==> src/rtl/uart_rx_oversampled.sv <==
// UART receiver sampling rx at mid-bit on a 16x tick; frame result appears 1 clk after the mid-stop-bit tick.
// No backpressure: rx_done is a single-clk pulse and dout/frame_err hold until the next completed frame.
module uart_rx_oversampled #(
    parameter int NBITS    = 8,
    parameter int SB_TICKS = 16
) (
    input  logic             clk,
    input  logic             rst,
    input  logic             tick,
    input  logic             rx,
    output logic [NBITS-1:0] dout,
    output logic             rx_done,
    output logic             frame_err
);

    localparam int              BW       = (NBITS > 1) ? $clog2(NBITS) : 1;
    localparam logic [3:0]      SB_LAST  = 4'(SB_TICKS - 1);
    localparam logic [BW-1:0]   BIT_LAST = BW'(NBITS - 1);

    typedef enum logic [1:0] {
        IDLE  = 2'd0,
        START = 2'd1,
        DATA  = 2'd2,
        STOP  = 2'd3
    } state_t;

    state_t             state, state_nxt;
    logic [3:0]         tick_cnt, tick_cnt_nxt;
    logic [BW-1:0]      bit_cnt, bit_cnt_nxt;
    logic [NBITS-1:0]   shreg, shreg_nxt;
    logic               rx_meta, rx_sync;
    logic               frame_end;

    // rx is asynchronous to clk; idle-high reset value keeps IDLE from seeing a false start
    always_ff @(posedge clk or negedge rst) begin
        if (!rst) begin
            rx_meta <= 1'b1;
            rx_sync <= 1'b1;
        end else begin
            rx_meta <= rx;
            rx_sync <= rx_meta;
        end
    end

    always_ff @(posedge clk or negedge rst) begin
        if (!rst) begin
            state    <= IDLE;
            tick_cnt <= '0;
            bit_cnt  <= '0;
            shreg    <= '0;
        end else begin
            state    <= state_nxt;
            tick_cnt <= tick_cnt_nxt;
            bit_cnt  <= bit_cnt_nxt;
            shreg    <= shreg_nxt;
        end
    end

    always_comb begin
        state_nxt    = state;
        tick_cnt_nxt = tick_cnt;
        bit_cnt_nxt  = bit_cnt;
        shreg_nxt    = shreg;
        unique case (state)
            IDLE: begin
                if (!rx_sync) begin
                    state_nxt    = START;
                    tick_cnt_nxt = '0;
                end
            end
            START: begin
                if (tick) begin
                    if (tick_cnt == 4'd7) begin
                        tick_cnt_nxt = '0;
                        // still low at mid start bit: genuine frame, otherwise a glitch
                        if (!rx_sync) begin
                            state_nxt   = DATA;
                            bit_cnt_nxt = '0;
                        end else begin
                            state_nxt = IDLE;
                        end
                    end else begin
                        tick_cnt_nxt = tick_cnt + 4'd1;
                    end
                end
            end
            DATA: begin
                if (tick) begin
                    if (tick_cnt == 4'd15) begin
                        shreg_nxt    = {rx_sync, shreg[NBITS-1:1]};
                        tick_cnt_nxt = '0;
                        if (bit_cnt == BIT_LAST) begin
                            state_nxt = STOP;
                        end else begin
                            bit_cnt_nxt = bit_cnt + BW'(1);
                        end
                    end else begin
                        tick_cnt_nxt = tick_cnt + 4'd1;
                    end
                end
            end
            STOP: begin
                if (tick) begin
                    if (tick_cnt == SB_LAST) begin
                        state_nxt    = IDLE;
                        tick_cnt_nxt = '0;
                    end else begin
                        tick_cnt_nxt = tick_cnt + 4'd1;
                    end
                end
            end
            default: state_nxt = IDLE;
        endcase
    end

    always_comb begin
        frame_end = (state == STOP) && tick && (tick_cnt == SB_LAST);
    end

    always_ff @(posedge clk or negedge rst) begin
        if (!rst) begin
            rx_done   <= 1'b0;
            dout      <= '0;
            frame_err <= 1'b0;
        end else begin
            rx_done <= frame_end;
            if (frame_end) begin
                dout      <= shreg;
                frame_err <= ~rx_sync;
            end
        end
    end

endmodule

==> config.mk <==
export PLATFORM = sky130hd
export DESIGN_NAME = uart_rx_oversampled
export DESIGN_NICKNAME = d
export VERILOG_FILES = /design/src/rtl/uart_rx_oversampled.sv
export SDC_FILE = /design/constraint.sdc
export NUM_CORES = 1
export LEC_CHECK = 0
export ABC_CLOCK_PERIOD_IN_PS = 4700
export CAP_MARGIN = 20
export CORE_AREA = 2 2 53 55
export DETAILED_ROUTE_END_ITERATION = 7
export DIE_AREA = 0 0 55 57
export HOLD_SLACK_MARGIN = 0.05
export PLACE_DENSITY = 0.74
export RECOVER_POWER = 50
export REMOVE_ABC_BUFFERS = 1
export SLEW_MARGIN = 20
export SYNTH_ARGS = -nofsm -noshare
export SYNTH_HDL_FRONTEND = slang
export SYNTH_SLANG_ARGS = --single-unit
==> constraint.sdc <==
create_clock -name clk -period 4.7 [get_ports clk]
set_input_delay 0.94 -clock clk [delete_from_list [all_inputs] [get_ports clk]]
set_output_delay 0.94 -clock clk [all_outputs]
set_load 0.03 [all_outputs]
# Word-level counts from Yosys, hierarchy flattened
# Index checks and enable logic that the tools add are counted.
# word_totals
register_bits	29
wordCells	61
# op_classes
addsub	2
eq_ne	17
muxes	23
n_bitwise	1
n_reduce_logical	9
# op_table
operator	count
2-to-1 mux 4 bit	5
!= test 2 bit, second input constant	10
2-to-1 mux 2 bit	9
2-to-1 mux 3 bit	6
one-hot mux 4 bit (3 select lines)	1
one-hot mux 2 bit (4 select lines)	1
AND reduction 8 bit	1
AND reduction 7 bit	1
one-hot mux 3 bit (2 select lines)	1
AND reduction 3 bit	2
adder 4 x 1 -> 4 bit, second input constant	1
equality test 2 bit, second input constant	2
equality test 4 x 3 -> 1 bit, second input constant	1
equality test 4 bit, second input constant	1
adder 3 x 1 -> 3 bit, second input constant	1
equality test 3 bit, second input constant	1
equality test 2 x 1 -> 1 bit, second input constant	1
logical AND 1 bit	2
logical NOT 2 bit	1
!= test 2 x 1 -> 1 bit, second input constant	1
nonzero test 2 bit	1
OR reduction 2 bit	1
inverter 1 bit	1

# Longest topological paths before layout
# Gate-level depths: netlist (run 1).
# depth
depth_word	5
mapped_depth	6
ltp_nobuf	6

# Worst setup path after synthesis (run 1)
# Ideal clock, no wire load.
# synth_path
path_kind	input-to-reg
start	input port tick
end	register shreg[0]
t_arrival_ps	1727
required_time_ps	4575
path_slack_ps	2848
path_stages	3
path_cell_list	nand3_2 -> nor3_4 -> mux2_2
# synth_between
elab_chain_len	1
# synth_lines
element	line_no	source
start: declaration	9	input logic tick,
AND reduction 3 bit (no source line)	--	
end signal: assignment	55	shreg <= shreg_nxt;
end: declaration	30	logic [NBITS-1:0] shreg, shreg_nxt;
# Every way passes these cells.
# A chain may end at the register's enable or synchronous reset.

==> out/metrics.cfg, run 1 <==
[setup_path]
path_buf_inv=2
crit_required_ns=4.87
worst-endpoint-arrival_ns=2.57
end_kind=asynchronous set/reset pin
critPathLaunchType=primary input
cp_top_family=buffers and inverters
cp_cell_sequence=dlygate4sd3_1, clkbuf_1
slowest_delay_ns=1.11
crit_type=in -> async
slowest_stage=clkbuf_1
cp_max_fo=29

[power]
sequentialPowerShare_pct=54.9
clkPwrFrac_pct=26.0
internal_power_uw=404
peakVddDrop_v=0.000281
switching_share_pct=32.2
p_per_area_nw_per_um2=392
pwr-share-comb_pct=19.1
p_leak_nw=0.737
p_switching_uw=192

[cells_and_area]
drive_above_1_share_pct=25.2
final_cell_mix=27 x dfrtp_1, 10 x mux2_2, 10 x clkdlybuf4s50_1
area_delta_synth_final_pct=14.7
fillers=219
stdcell_area_um2=1520
n_antenna_cell=0
layout_commonest_cell=dfrtp_1
nNetsFinal=125

[yosys]
synth_edf_count=0
async_flop_share_pct=100
synth_seq_cells=29
syn_area_um2=1320
ys.flop_type=dfrtp_1
synth_warnings=0
synth_cell_types=31
syn_area_per_cell_um2=13.1
synth_cells=101
ys_seq_area_share_pct=55.0

[floorplanning]
die-area_um2=3140
die_h_um=57
rows=19
ioPinCount=14
fp.dieW_um=55
start_util_pct=50.6
core_um2=2620

[sta]
drv_slew=30
min_period_over_period_pct=51.2
worst_pin_slew_ns=1.52
slew_headroom_pct=-1.48
max_freq_mhz=416
setup_violations=0
skew_ns=0.00848
rsz0062_at_grt=false
layout_min_cycle_time_ns=2.41
finalHoldViolations=0
finalSetupTns_ns=0

[routing]
drtPass1Iterations=4
wire_per_inst_um=14.4
drc=0
vias=859
drt_iter0_markers=15
vias_per_cell=5.73
antenna_left=0
wl_um=2150

[clock_network]
cts_hold_buf=0
tritoncts=built
cts_setup_buffers=0
clock_sinks=29
htreeDepth=2
max-clock-path-buffers=2
clock_latency_ns=0.33
cts_buffers=5
clk_pin_slew_ns=0.08
root_buffer=clkbuf_4
cts_resized=0

[flow_run]
drv_cap=1

[grt]
grt_start_max_net_pins=30
grt_pass1_wl_um=3710
grt_use_total_pct=16.8
antenna_found_initial=0
gr-total-overflow=0
grt_pass1_vias=876

[place]
routabilityCongestion=0.733
place_area_um2=1470
numPortBuffers=13
dp_hpwl_um=1530

[run_status]
outcome=finished, violations left
violations=capacitance limit, slew limit

[min_path]
hp-class=reg -> reg

[logic make-up after synthesis]
family                   count (synthesis)  synth area share [%]
adder cells (fa/ha/maj)                  3                  2.84
flip-flops                              29                  55.0
multiplexers                            17                  16.4
XOR/XNOR                                 1                 0.662
buffers and inverters                    8                  3.59
AND/OR/NAND/NOR                         22                  10.8
AO/OA/AOI/OAI                           21                  10.7
[layout make-up]
cell class                      count  area, um2  share of cell area [%]
Timing Repair Buffer               14        134                    8.82
Sequential cell                    29        728                    48.0
Multi-Input combinational cell     64        543                    35.8
Clock buffer                        8       58.8                    3.87
Inverter                            4       15.0                   0.989
Tap cell                           31       38.8                    2.56
[cells in the mapped netlist, types with 2 or more instances]
cell type | instances | area [um2]
a22o_1 | 3 | 26.3
dfrtp_1 | 27 | 676
mux2_4 | 7 | 105
ha_1 | 3 | 37.5
a21oi_1 | 2 | 10.0
o21ai_0 | 5 | 25.0
nor2_1 | 4 | 15.0
a31oi_1 | 4 | 25.0
nand2_1 | 7 | 26.3
mux2_2 | 10 | 113
or2_2 | 2 | 12.5
buf_6 | 2 | 22.5
a211oi_1 | 2 | 15.0
buf_2 | 2 | 10.0
dfstp_2 | 2 | 52.6
inv_1 | 4 | 15.0
[through the flow]
stage	utilization, %	power [mW]	worst slack (ns)	hold slack (ns)	instances
final	58.0	0.595	2.29	0.364	150
after global routing	58.0	0.638	1.97	0.374	150
after CTS	58.4	0.605	2.35	0.366	150
after detailed placement	56.1	0.448	2.09	0.353	142
after global placement	56.1	0.438	2.13	0.346	142
after floorplan	-	0.409	2.85	0.345	97
[worst paths after layout]
check | startpoint | endpoint | slack, ns | depth (start not counted)
hold / removal | rx_meta$_DFF_PN1_ | rx_sync$_DFF_PN1_ | 0.36 | 0
max in group clk | tick | dout[3]$_DFFE_PN0P_ | 2.34 | 4
setup reg to reg | tick_cnt[0]$_DFFE_PN0P_ | dout[3]$_DFFE_PN0P_ | 2.98 | 4
setup / recovery | rst | dout[5]$_DFFE_PN0P_ | 2.29 | 2
min in group asynchronous | rst | dout[1]$_DFFE_PN0P_ | 1.51 | 2
hold reg to reg | rx_meta$_DFF_PN1_ | rx_sync$_DFF_PN1_ | 0.36 | 0
[state kept, by name (all words and copies together) (netlist names), named ones only]
| register | count |
|---|---|
| rx_meta | 1 |
| tick_cnt | 4 |
| frame_err | 1 |
| state | 1 |
| rx_done | 1 |
| rx_sync | 1 |
| shreg | 8 |
| dout | 8 |
| bit_cnt | 3 |
[power groups by stage]
stage	clock network [mW]	logic [mW]	registers, mW
global placement	0	0.110	0.327
finish	0.155	0.114	0.327
floorplan	0	0.0877	0.321
detailed placement	0	0.118	0.331
CTS	0.162	0.117	0.326
global route	0.174	0.130	0.335
[per-layer routing]
metal / GRT usage (%) / up-vias / share of wire [%]
met2: 26.9 / 25 / 52
met5: 0 / - / 0
li1: - / 401 / -
met4: 7.32 / 0 / 1.6
met3: 8.90 / 5 / 6.5
met1: 18.1 / 428 / 40
(Power assumes the default switching activity.)
==> inputs of run 2 (changes only) <==
Settings changed: ABC_CLOCK_PERIOD_IN_PS 4700 to 2450.
Clock period 4.7 ns to 2.45 ns, I/O delays scaled along.
==> run 2 against run 1 <==
  * The flow now finishes without violations
  * Wire length fell by 0.88%
  * Non-clock buffer count unchanged
  * Clock power grew 90%
  * Global-route usage did not move
==> out/metrics.cfg, run 2 (synthesis gave the netlist of run 1 again) <==
[setup_path]
cp_cell_sequence=dlygate4sd3_1, nand3_1, nor3_4, mux2_2  ; was dlygate4sd3_1, clkbuf_1
end_kind=flop  ; was asynchronous set/reset pin
cp_max_fo=8  ; was 29
cp_top_family=buffers and inverters  ; unchanged
critPathLaunchType=primary input  ; unchanged
crit_type=in -> reg  ; was in -> async
worst-endpoint-arrival_ns=2.14  ; was 2.57 ns
slowest_delay_ns=0.66  ; was 1.11 ns
slowest_stage=dlygate4sd3_1  ; was clkbuf_1
path_buf_inv=1  ; was 2
crit_required_ns=2.65  ; was 4.87 ns

[cells_and_area]
reg_top3=dout x8, shreg x8, tick_cnt x4  ; unchanged
drive_above_1_share_pct=25.2  ; unchanged
final_cell_mix=27 x dfrtp_1, 10 x mux2_2, 10 x clkdlybuf4s50_1  ; unchanged
stdcell_area_um2=1520  ; about the same
n_antenna_cell=0  ; unchanged
area_delta_synth_final_pct=14.6  ; was 14.7%
nNetsFinal=125  ; unchanged
multi_input_area_um2=538  ; was 543 um2
fillers=226  ; was 219
register_area_um2=728  ; unchanged
layout_commonest_cell=dfrtp_1  ; unchanged

[sta]
skew_ns=0.00862  ; was 0.00848 ns
slew_headroom_pct=62.1  ; was -1.48%
setup_violations=0  ; unchanged
worst_pin_slew_ns=0.564  ; was 1.52 ns
min_period_over_period_pct=78.9
drv_slew=0  ; was 30
finalSetupTns_ns=0  ; unchanged
setup_ws_ns=0.517  ; was 2.29 ns
layout_min_cycle_time_ns=1.93
max_freq_mhz=517
rsz0062_at_grt=false  ; unchanged
finalHoldViolations=0  ; unchanged

[clock_network]
cts_buffers=5  ; unchanged
clock_sinks=29  ; unchanged
cts_hold_buf=0  ; unchanged
cts_resized=0  ; unchanged
max-clock-path-buffers=2  ; unchanged
root_buffer=clkbuf_4  ; unchanged
tritoncts=built  ; unchanged
cts_setup_buffers=0  ; unchanged
clk_pin_slew_ns=0.08  ; about the same
clock_latency_ns=0.32  ; was 0.33 ns
htreeDepth=2  ; unchanged

[floorplanning]
start_util_pct=50.6  ; unchanged
fp.dieW_um=55  ; unchanged
core_um2=2620  ; unchanged
rows=19  ; unchanged
die_h_um=57  ; unchanged
ioPinCount=14  ; unchanged
die-area_um2=3140  ; unchanged

[flow_run]
drv_cap=0  ; was 1

[routing]
wire_per_inst_um=14.2  ; was 14.4 um
antenna_left=0  ; unchanged
drt_iter0_markers=19  ; was 15
vias=877  ; was 859
vias_per_cell=5.85  ; was 5.73
drtPass1Iterations=5  ; was 4
drc=0  ; unchanged
wl_um=2130  ; was 2150 um

[place]
dp_hpwl_um=1520  ; was 1530 um
place_area_um2=1470  ; unchanged
post-place-ws_ns=0.301  ; was 2.09 ns
numPortBuffers=13  ; unchanged
routabilityCongestion=0.733  ; about the same

[power]
peakVddDrop_v=0.000545  ; was 0.000281 V
p_per_area_nw_per_um2=751  ; was 392 nW/um2
p_leak_nw=0.740  ; was 0.737 nW

[grt]
gr-total-overflow=0  ; unchanged
grt_pass1_vias=887  ; was 876
grt_start_max_net_pins=30  ; unchanged
grt_use_total_pct=16.8  ; unchanged
grt_pass1_wl_um=3730  ; was 3710 um
antenna_found_initial=0  ; unchanged

[min_path]
hp-class=reg -> reg  ; unchanged

[run_status]
outcome=completed  ; was finished, violations left

run 2: worst paths after layout:
check | slack (ns) | endpoint | cells past startpoint | from
max in group asynchronous | 1.52 | rx_meta$_DFF_PN1_ | 2 | rst
setup reg to reg | 0.70 | shreg[4]$_DFFE_PN0P_ | 4 | tick_cnt[0]$_DFFE_PN0P_
hold / removal | 0.36 | rx_sync$_DFF_PN1_ | 0 | rx_meta$_DFF_PN1_
hold reg to reg | 0.36 | rx_sync$_DFF_PN1_ | 0 | rx_meta$_DFF_PN1_
setup / recovery | 0.52 | shreg[4]$_DFFE_PN0P_ | 4 | tick
min in group asynchronous | 0.62 | dout[1]$_DFFE_PN0P_ | 2 | rst
run 2: routing by layer:
metal / routed length (um) / GRT usage (%) / vias to the layer above
met1: 891 / 19.7 / 431
li1: - / - / 404
met5: 0 / 0 / -
met4: 29 / 5.23 / 0
met2: 1090 / 27.0 / 38
met3: 127 / 7.85 / 4
run 2: cell type report:
class                   count  area share, %
inverters                   4          0.990
clock buffers               8           3.88
well taps                  31           2.56
multi-input cells          64           35.5
flip-flops and latches     29           48.0
repair buffers             14           9.08
run 2: worst reg2reg max path, cell delays in order, from the launching register on:
cell and delay (ns):
dfrtp_1 0.39, ha_1 0.27, nand3_1 0.20, nor3_4 0.39
mux2_2 0.38
run 2: through the flow:
step | util, % | total power [mW] | hold slack (ns) | instances
2_1_floorplan | - | 0.784 | 0.194 | 97
6_report | 58.0 | 1.14 | 0.360 | 150
4_1_cts | 58.4 | 1.16 | 0.362 | 150
3_5_place_dp | 56.1 | 0.858 | 0.349 | 142
3_3_place_gp | 56.1 | 0.840 | 0.346 | 142
5_1_grt | 58.0 | 1.22 | 0.372 | 150
run 2: report_power, final:
| part | switching, mW | internal [mW] |
|---|---|---|
| Sequential | 0.0970 | 0.527 |
| Clock | 0.153 | 0.141 |
| Combinational | 0.115 | 0.106 |
| Total | 0.364 | 0.774 |
==> inputs of run 3 (changes only) <==
Settings changed: ABC_CLOCK_PERIOD_IN_PS 2450 to 1730, CORE_AREA 2 2 53 55 to 2 2 55 57, DIE_AREA 0 0 55 57 to 0 0 57 59, PLACE_DENSITY 0.74 to 0.72.
Clock period 2.45 ns to 1.73 ns, I/O delays scaled along.
==> run 3 against run 2 <==
  * Global-route usage is 1.7 points lower
  * Count of clock-buffer cells in the layout down 3
  * Design area increased by 4.1%
  * Clock power is 32% higher
  * Critical path depth shrank 3
  * Combinational power increased by 64%
  * Sequential share of layout area decreased by 1.9 points
  * Power is 43% higher
  * Setup slack got worse by 0.45 ns
  * Die area is 7.3% higher
  * Highest routed layer unchanged
==> out/metrics.cfg, run 3 (synthesis gave the netlist of run 1 again) <==
[floorplanning]
fp.dieW_um=57  ; was 55 um
die_h_um=59  ; was 57 um
rows=19  ; unchanged
start_util_pct=48.8  ; was 50.6%
core_um2=2710  ; was 2620 um2
die-area_um2=3360  ; was 3140 um2
ioPinCount=14  ; unchanged

[routing]
drc=0  ; unchanged
wire_per_inst_um=13.6  ; was 14.2 um
drt_iter0_markers=24  ; was 19
antenna_left=0  ; unchanged
vias=856  ; was 877
drtPass1Iterations=4  ; was 5
wl_um=2140  ; was 2130 um
vias_per_cell=5.45  ; was 5.85

[place]
place_area_um2=1530  ; was 1470 um2
routabilityCongestion=0.734  ; was 0.733
post-place-ws_ns=-0.130  ; was 0.301 ns
numPortBuffers=13  ; unchanged
dp_hpwl_um=1540  ; was 1520 um

[cells_and_area]
register_area_um2=728  ; unchanged
n_antenna_cell=0  ; unchanged
area_delta_synth_final_pct=19.3  ; was 14.6%
final_cell_mix=27 x dfrtp_1, 10 x mux2_2, 7 x nand2_1, 7 x mux2_4  ; was 27 x dfrtp_1, 10 x mux2_2, 10 x clkdlybuf4s50_1
drive_above_1_share_pct=33.3  ; was 25.2%
fillers=222  ; was 226
fin_util_pct=58.3  ; was 58.0%
stdcell_area_um2=1580  ; was 1520 um2
multi_input_area_um2=551  ; was 538 um2
reg_top3=dout x8, shreg x8, tick_cnt x4  ; unchanged
nNetsFinal=132  ; was 125
layout_commonest_cell=dfrtp_1  ; unchanged

[grt]
grt_util_met3_pct=5.46  ; was 7.85%
grt_use_total_pct=15.1  ; was 16.8%
gr-usage-met1_pct=19.2  ; was 19.7%
grt_pass1_vias=837  ; was 887
grt_start_max_net_pins=30  ; unchanged
grt_pass1_wl_um=3760  ; was 3730 um
grt.busiest_layer=met2  ; unchanged
antenna_found_initial=0  ; unchanged
met2_usage_pct=22.7  ; was 27.0%
gr-total-overflow=0  ; unchanged

[sta]
finalSetupTns_ns=0  ; unchanged
slew_headroom_pct=53.7  ; was 62.1%
rsz0062_at_grt=false  ; unchanged
max_freq_mhz=602
drv_slew=0  ; unchanged
finalHoldViolations=0  ; unchanged
setup_ws_ns=0.0697  ; was 0.517 ns
skew_ns=0.00349  ; was 0.00862 ns
worst_pin_slew_ns=0.695  ; was 0.564 ns
timing.hold.ws_ns=0.360  ; about the same
layout_min_cycle_time_ns=1.66
min_period_over_period_pct=96.0
setup_violations=0  ; unchanged

[setup_path]
startpoint=rx_done$_DFF_PN0_  ; was tick
cp_top_family=buffers and inverters  ; unchanged
critPathLaunchType=flop  ; was primary input
crit_type=reg -> out  ; was in -> reg
regToRegEndpoint=bit_cnt[0]$_DFFE_PN0P_  ; was shreg[4]$_DFFE_PN0P_
path_buf_inv=1  ; unchanged
reg2reg_depth=6  ; was 4
timing.rr.start=bit_cnt[0]$_DFFE_PN0P_  ; was tick_cnt[0]$_DFFE_PN0P_
end_kind=output pin  ; was flop
cp_max_fo=1  ; was 8
crit_required_ns=1.38  ; was 2.65 ns
slowest_delay_ns=0.66  ; about the same
cp_cell_sequence=clkdlybuf4s50_1  ; was dlygate4sd3_1, nand3_1, nor3_4, mux2_2
slowest_stage=clkdlybuf4s50_1  ; was dlygate4sd3_1
regToRegSetupSlack_ns=0.15  ; was 0.70 ns
worst-endpoint-arrival_ns=1.31  ; was 2.14 ns

[flow_run]
drv_cap=0  ; unchanged

[clock_network]
cts_buffers=5  ; unchanged
htreeDepth=2  ; unchanged
clock_sinks=29  ; unchanged
clk_pin_slew_ns=0.09  ; was 0.08 ns
clock_latency_ns=0.32  ; about the same
tritoncts=built  ; unchanged
max-clock-path-buffers=2  ; unchanged
cts_hold_buf=0  ; unchanged
root_buffer=clkbuf_4  ; unchanged

[min_path]
hold_path.startpoint=rx_meta$_DFF_PN1_  ; unchanged
hold_depth=0  ; unchanged
hold_path_end=rx_sync$_DFF_PN1_  ; unchanged
hp-class=reg -> reg  ; unchanged

[power]
p_per_area_nw_per_um2=1030  ; was 751 nW/um2
peakVddDrop_v=0.000665  ; was 0.000545 V
p_leak_nw=0.836  ; was 0.740 nW

[run_status]
outcome=completed  ; unchanged

-- run 3: cell types whose count changed in the layout (fill, tap and decap cells not counted), sizes merged --
| cell | previous run | this run |
|---|---|---|
| clkbuf | 8 | 7 |
| clkdlybuf4s50 | 10 | 2 |
| dlygate4sd2 | 0 | 6 |
| dlymetal6s2s | 0 | 2 |
| dlygate4sd3 | 3 | 2 |
| buf | 1 | 7 |
| clkinvlp | 0 | 1 |
| clkinv | 0 | 2 |
-- run 3: what timing repair did --
action                                  in CTS  in global routing
resized for setup                            6                  4
endpoints found under the setup margin       6                 15
setup buffers                                0                  0
pin swaps                                    0                  0
-- run 3: through the flow --
step | power, mW | instances
floorplan | 1.11 | 97
global route | 1.74 | 157
CTS | 1.65 | 157
global placement | 1.23 | 149
detailed placement | 1.25 | 149
finish | 1.62 | 157
-- run 3: layout make-up --
type	instances	share of cell area [%]
Tap cell	31	2.46
Clock buffer	5	2.38
Clock inverter	3	1.11
Inverter	4	0.951
Sequential cell	29	46.1
Multi-Input combinational cell	64	34.9
Timing Repair Buffer	21	12.1
-- run 3: routing by layer --
metal,routed length [um],vias up
li1,-,412
met1,1030,423
met2,972,16
met3,99,5
met4,42,0
met5,0,-
-- run 3: power by group --
| group | internal (mW) | switching [mW] | total (mW) |
|---|---|---|---|
| Clock | 0.153 | 0.236 | 0.388 |
| Sequential | 0.746 | 0.125 | 0.871 |
| Combinational | 0.179 | 0.184 | 0.363 |
| Total | 1.08 | 0.544 | 1.62 |
-- run 3: worst max path at each step --
stage,depth (start not counted),slack [ns],to
after global placement,4,-0.1,dout[6]$_DFFE_PN0P_
after detailed placement,4,-0.13,dout[6]$_DFFE_PN0P_
after global routing,1,0.03,rx_done
final,1,0.07,rx_done
after floorplan,4,0.19,shreg[0]$_DFFE_PN0P_
after CTS,1,0.002,dout[3]
